## src/rtl/therm_encoder_pipe_if.sv

```systemverilog
// Sample-side and result-side signal bundle for therm_encoder_pipe.
// The encoder takes the slave modport and the producer/consumer takes the master modport.
interface therm_encoder_pipe_if #(
  parameter int BITS = 4
);
  localparam int TW = (1 << BITS) - 1;

  logic            clr;
  logic            in_valid;
  logic [TW-1:0]   in_therm;
  logic            out_valid;
  logic [BITS-1:0] out_code;
  logic            out_err;

  modport master (
    output clr, in_valid, in_therm,
    input  out_valid, out_code, out_err
  );

  modport slave (
    input  clr, in_valid, in_therm,
    output out_valid, out_code, out_err
  );
endinterface

```

## src/rtl/therm_encoder_pipe.sv

```systemverilog
// Three-stage thermometer-to-binary encoder with bubble flagging and optional 2^AVG_LOG2 averaging.
// Optional feature macro: THERM_BUBBLE_FIX_EN (majority-vote bubble filter ahead of the popcount).
module therm_encoder_pipe #(
  parameter int BITS     = 4,
  parameter int AVG_LOG2 = 0
) (
  input  logic                 clk,
  input  logic                 rst,
  therm_encoder_pipe_if.slave  bus
);
  localparam int TW = (1 << BITS) - 1;
  localparam int AW = BITS + AVG_LOG2;
  localparam int CW = (AVG_LOG2 > 0) ? AVG_LOG2 : 1;
  localparam logic [CW-1:0] CNT_LAST = CW'((1 << AVG_LOG2) - 1);

  function automatic logic [BITS-1:0] popcount(input logic [TW-1:0] w);
    logic [BITS-1:0] n;
    n = '0;
    for (int i = 0; i < TW; i++) begin
      n = n + BITS'(w[i]);
    end
    return n;
  endfunction

  function automatic logic has_bubble(input logic [TW-1:0] w);
    logic b;
    b = 1'b0;
    for (int i = 0; i < TW - 1; i++) begin
      b = b | (w[i+1] & ~w[i]);
    end
    return b;
  endfunction

  // Edges are padded as if comparator -1 always fires and comparator TW never does.
  function automatic logic [TW-1:0] majority_fix(input logic [TW-1:0] w);
    logic [TW+1:0] ext;
    logic [TW-1:0] c;
    ext = {1'b0, w, 1'b1};
    for (int i = 0; i < TW; i++) begin
      c[i] = (ext[i] & ext[i+1]) | (ext[i] & ext[i+2]) | (ext[i+1] & ext[i+2]);
    end
    return c;
  endfunction

  logic [TW-1:0]   th_r;
  logic            va_r;
  logic [BITS-1:0] code_b_r;
  logic            bub_b_r;
  logic            vb_r;
  logic [AW-1:0]   acc_r;
  logic [CW-1:0]   cnt_r;
  logic            sticky_r;
  logic            out_valid_r;
  logic [BITS-1:0] out_code_r;
  logic            out_err_r;

  logic [TW-1:0]   corr_s;
  logic [AW-1:0]   sum_s;
  logic [AW-1:0]   shifted_s;

  // Stage B correction and stage C running sum.
  always_comb begin
    corr_s = '0;
`ifdef THERM_BUBBLE_FIX_EN
    corr_s = majority_fix(th_r);
`else
    corr_s = th_r;
`endif
    sum_s     = acc_r + AW'(code_b_r);
    shifted_s = sum_s >> AVG_LOG2;
  end

  // Stage A: capture the raw sample; a flush drops it.
  always_ff @(posedge clk or posedge rst) begin
    if (rst) begin
      th_r <= '0;
      va_r <= 1'b0;
    end else begin
      if (bus.in_valid) begin
        th_r <= bus.in_therm;
      end
      va_r <= bus.in_valid & ~bus.clr;
    end
  end

  // Stage B: encode and flag non-monotonic words (flag always uses the raw word).
  always_ff @(posedge clk or posedge rst) begin
    if (rst) begin
      code_b_r <= '0;
      bub_b_r  <= 1'b0;
      vb_r     <= 1'b0;
    end else begin
      code_b_r <= popcount(corr_s);
      bub_b_r  <= has_bubble(th_r);
      vb_r     <= va_r & ~bus.clr;
    end
  end

  // Stage C: accumulate, and emit the truncated mean when the group completes.
  always_ff @(posedge clk or posedge rst) begin
    if (rst) begin
      acc_r       <= '0;
      cnt_r       <= '0;
      sticky_r    <= 1'b0;
      out_valid_r <= 1'b0;
      out_code_r  <= '0;
      out_err_r   <= 1'b0;
    end else if (bus.clr) begin
      acc_r       <= '0;
      cnt_r       <= '0;
      sticky_r    <= 1'b0;
      out_valid_r <= 1'b0;
    end else if (vb_r) begin
      if (cnt_r == CNT_LAST) begin
        out_code_r  <= shifted_s[BITS-1:0];
        out_err_r   <= sticky_r | bub_b_r;
        out_valid_r <= 1'b1;
        acc_r       <= '0;
        cnt_r       <= '0;
        sticky_r    <= 1'b0;
      end else begin
        acc_r       <= sum_s;
        cnt_r       <= cnt_r + CW'(1);
        sticky_r    <= sticky_r | bub_b_r;
        out_valid_r <= 1'b0;
      end
    end else begin
      out_valid_r <= 1'b0;
    end
  end

  assign bus.out_valid = out_valid_r;
  assign bus.out_code  = out_code_r;
  assign bus.out_err   = out_err_r;
endmodule

```

## src/flat_wrapper.sv

```systemverilog
// flat-port wrapper written by rule: the top's interface ports become plain ports
module therm_encoder_pipe_flat 
#(
  parameter int BITS     = 4,
  parameter int AVG_LOG2 = 0
)
  (clk, rst, bus_clr, bus_in_valid, bus_in_therm, bus_out_valid, bus_out_code, bus_out_err);
  therm_encoder_pipe_if #(.BITS(BITS)) bus_i ();
  input  logic clk;
  input  logic rst;
  input wire logic [$bits(bus_i.clr)-1:0] bus_clr;
  input wire logic [$bits(bus_i.in_valid)-1:0] bus_in_valid;
  input wire logic [$bits(bus_i.in_therm)-1:0] bus_in_therm;
  output wire logic [$bits(bus_i.out_valid)-1:0] bus_out_valid;
  output wire logic [$bits(bus_i.out_code)-1:0] bus_out_code;
  output wire logic [$bits(bus_i.out_err)-1:0] bus_out_err;
  assign bus_i.clr = bus_clr;
  assign bus_i.in_valid = bus_in_valid;
  assign bus_i.in_therm = bus_in_therm;
  assign bus_out_valid = bus_i.out_valid;
  assign bus_out_code = bus_i.out_code;
  assign bus_out_err = bus_i.out_err;
  therm_encoder_pipe #(.BITS(BITS), .AVG_LOG2(AVG_LOG2)) u_core (.clk(clk), .rst(rst), .bus(bus_i));
endmodule
```

## config.mk

```make
export PLATFORM = sky130hd
export DESIGN_NAME = therm_encoder_pipe_flat
export DESIGN_NICKNAME = d
export VERILOG_FILES = /design/src/rtl/therm_encoder_pipe_if.sv /design/src/rtl/therm_encoder_pipe.sv /design/src/flat_wrapper.sv
export SDC_FILE = /design/constraint.sdc
export NUM_CORES = 1
export LEC_CHECK = 0
export CELL_PAD_IN_SITES_DETAIL_PLACEMENT = 1
export CELL_PAD_IN_SITES_GLOBAL_PLACEMENT = 2
export CORE_MARGIN = 3
export CORE_UTILIZATION = 31
export CTS_CLUSTER_SIZE = 14
export DETAILED_ROUTE_END_ITERATION = 8
export GPL_TIMING_DRIVEN = 0
export PLACE_DENSITY = 0.79
export SLEW_MARGIN = 20
export SYNTH_ARGS = -nofsm -noshare
export SYNTH_HDL_FRONTEND = slang
export SYNTH_SLANG_ARGS = --single-unit
```

## constraint.sdc

```tcl
create_clock -name clk -period 3.9 [get_ports clk]
set_input_delay 0.585 -clock clk [delete_from_list [all_inputs] [get_ports clk]]
set_output_delay 0.585 -clock clk [all_outputs]
set_load 0.01 [all_outputs]
```

==> results.py <==
metrics = {
    "grt": {
        "maximum_number_of_pins_on_one_net_before_global_route_repair": 29,
        "grt_overflow": 0,
        "initial_antenna_violation_count": 0,
        "grt_first_pass_wirelength_um": 4795,
        "gr-usage-all-layers_pct": 11.39,
        "first_global_vias": 1015,
    },
    "clocking": {
        "clock_insertion_delay_worst_skew_ns": 0.28,
        "cts-htree-levels": 1,
        "cts_hold_repair.buffers": 0,
        "tritoncts_clock_tree": "built",
        "tritoncts_num_sinks": 28,
        "maximum_root_to_sink_buffer_count": 2,
        "root_buffer_selected_by_cts": "clkbuf_8",
        "clk_pin_slew_worst_paths_ns": 0.10,
        "inserted_clock_buffers": 3,
    },
    "placed_design": {
        "placedInstanceArea_um2": 1744,
        "port_buffers": 24,
        "place.gp.congestion": 0.7973,
        "dp.final_hpwl_um": 2335,
        "numPlacedInstances": 194,
    },
    "worst_setup_path": {
        "data_required_time_of_the_critical_path_ns": 4.09,
        "cp_max_fo": 4,
        "setup.reg_to_reg.worst_slack_ns": 0.16,
        "setup.worst_path.start_class": "register",
        "crit_chain": "ha_1 > inv_1 > fa_1 > inv_1 > fa_1 > fa_1 > inv_1 > fa_1 > inv_1 > ha_2 > inv_1 > fa_2 > inv_1",
        "critPathCaptureType": "register",
        "critPathArrivalTime_ns": 3.93,
        "setup.worst_path.class": "reg2reg",
        "cp_common_cell": "inv_1",
        "worst_path_max_delay_cell": "fa_1",
        "cpPeakStageDelay_ns": 0.53,
    },
    "cells_and_area": {
        "areaGrowthSynthToFinish_pct": 27.83,
        "drive_gt1_share_pct": 20.95,
        "final_cell_mix": "28 x dfrtp_1, 24 x clkdlybuf4s50_1, 22 x inv_1, 14 x mux2_2, 10 x nand2_1",
        "final_net_count": 184,
        "ant_diodes": 0,
        "final_core_utilization_pct": 41.67,
        "postLayoutCellArea_um2": 1839,
        "instances_no_fill": 200,
        "final_common_cell": "dfrtp_1",
    },
    "yosys": {
        "synth_area_leaders": "dfrtp_1 49%, fa_1 13%, mux2_2 11%, ha_1 6.1%, inv_1 6.0%",
        "postSynthNetCount": 153,
        "yosys_cell_types": 20,
        "post_synth_instance_area_um2": 1439,
        "postSynthCellCount": 118,
        "postSynthAreaPerCell_um2": 12.19,
        "ys_seq_area_share_pct": 48.70,
        "ys_warn_count": 0,
        "synthDominantCellAreaShare_pct": 48.70,
        "ys_ff_latch": 28,
        "yosys.area.top_type": "dfrtp_1",
    },
    "sta": {
        "worst_clock_skew_ns": 0.007495,
        "setup_repair_after_global_routing_missed_its_margin": "no",
        "worst-slew-pin-transition_ns": 0.6014,
        "fmax_ghz": 0.2672,
        "period_needed_ns": 3.743,
        "fin_setup_tns_ns": 0,
        "final_hold_viol_count": 0,
        "timing_max_transition_violations_final": 0,
        "timing.max_slew.rel_slack_pct": 59.85,
        "finalSetupViolCount": 0,
        "post-route-period-util_pct": 95.98,
    },
    "drt": {
        "via_per_inst": 4.600,
        "wl_per_cell_um": 14.17,
        "post-route-drc-count": 0,
        "ant_nets": 0,
        "drt_first_iter_violations": 22,
        "number_of_iterations_in_the_first_detailed_routing_pass": 4,
        "detail_route.wirelength_um": 2834,
        "num_vias": 920,
    },
    "job": {
        "timing.max_cap.violations": 0,
    },
    "die": {
        "die_width_um": 74.13,
        "floorplan.io_pins": 25,
        "floorplan.rows": 24,
        "chipHeight_um": 74.13,
        "die-area_um2": 5495,
        "initial_utilization_pct": 32.60,
        "coreArea_um2": 4414,
    },
    "outcome": {
        "outcome": "completed",
    },
    "worst_hold_path": {
        "min_path_type": "reg2reg",
    },
    "power": {
        "cellLeakagePower_nw": 0.8451,
        "vdd_ir_drop_max_mv": 0.2343,
        "cellPowerDensity_nw_per_um2": 597.8,
    },
}
==> critical path, delay by kind of cell, from the launching register on <==
kind	cells	cell delay, ns
buffers and inverters	6	0.31
adder cells (fa/ha/maj)	7	2.92
flip-flops	1	0.41
==> registers in the layout, summed over array words and instances, names as in the netlist <==
register and count:
u_core.bus.out_err 1, u_core.bub_b_r 1, u_core.vb_r 1, u_core.va_r 1
u_core.bus.out_valid 1, u_core.bus.out_code 4, u_core.corr_s 15, u_core.code_b_r 4
==> repair_timing <==
item / CTS / global route
setup endpoints to repair: 0 / 3
endpoints found under the hold margin: 0 / 0
setup buffers: 0 / 2
resized for setup: 0 / 3
==> power by group <==
part	switching (mW)	leakage [nW]	internal, mW	total, mW
clock	0.0928	0.0357	0.138	0.230
sequential	0.0328	0.332	0.356	0.388
combinational	0.231	0.477	0.250	0.481
==> kinds of logic after synthesis <==
group,after synthesis,synth area share [%]
flip-flops,28,48.70
XOR/XNOR,2,1.218
AND/OR/NAND/NOR,20,6.957
buffers and inverters,26,7.652
AO/OA/AOI/OAI,12,5.912
adder cells (fa/ha/maj),16,18.61
multiplexers,14,10.96
==> metrics by stage <==
step                      worst slack [ns]  hold WS [ns]  power [mW]
after floorplan                     0.2348        0.4385      0.7053
after global placement             0.09167        0.4438      0.8283
after detailed placement           0.02623        0.4706      0.8738
after CTS                         0.004767        0.4959       1.108
after global routing              0.001656        0.5120       1.206
final                               0.1569        0.4844       1.100
==> path summary, 6_finish.rpt <==
kind | from | endpoint | cells past startpoint
worst max-delay path | u_core.corr_s[1] | u_core.code_b_r[1] | 13
worst min-delay path | u_core.va_r | u_core.vb_r | 1
worst max register to register | u_core.corr_s[1] | u_core.code_b_r[1] | 13
worst min register to register | u_core.va_r | u_core.vb_r | 1
max in group asynchronous | rst | u_core.corr_s[2] | 2
min in group asynchronous | rst | u_core.bus.out_err | 2
==> routing by layer <==
layer | track usage [%] | vias up | share of wire (%)
li1 | - | 429 | -
met1 | 14.65 | 466 | 44
met2 | 19.69 | 23 | 52
met3 | 3.378 | 2 | 4.5
met4 | 1.207 | 0 | 0.14
met5 | 0 | - | 0
==> layout make-up <==
type / instances / area (µm²)
Multi-Input combinational cell: 64 / 636.9
Buffer: 3 / 23.77
Tap cell: 52 / 65.06
Clock buffer: 3 / 41.29
Fill cell: 465 / 2575
Sequential cell: 28 / 700.7
Clock inverter: 1 / 30.03
Inverter: 23 / 86.33
Timing Repair Buffer: 26 / 255.2
==> cell usage after synthesis <==
cell type,number
buf_6,1
nand2_1,10
a2111oi_2,1
o21ai_0,7
a221oi_2,1
nand4_1,1
a21o_1,1
a21oi_1,1
ha_1,7
mux2_2,14
dfrtp_1,28
or2_1,1
inv_1,23
a22oi_1,1
or2_2,2
buf_2,1
buf_4,1
xnor2_1,2
fa_1,9
nor2b_1,6
(Power assumes the default switching activity.)
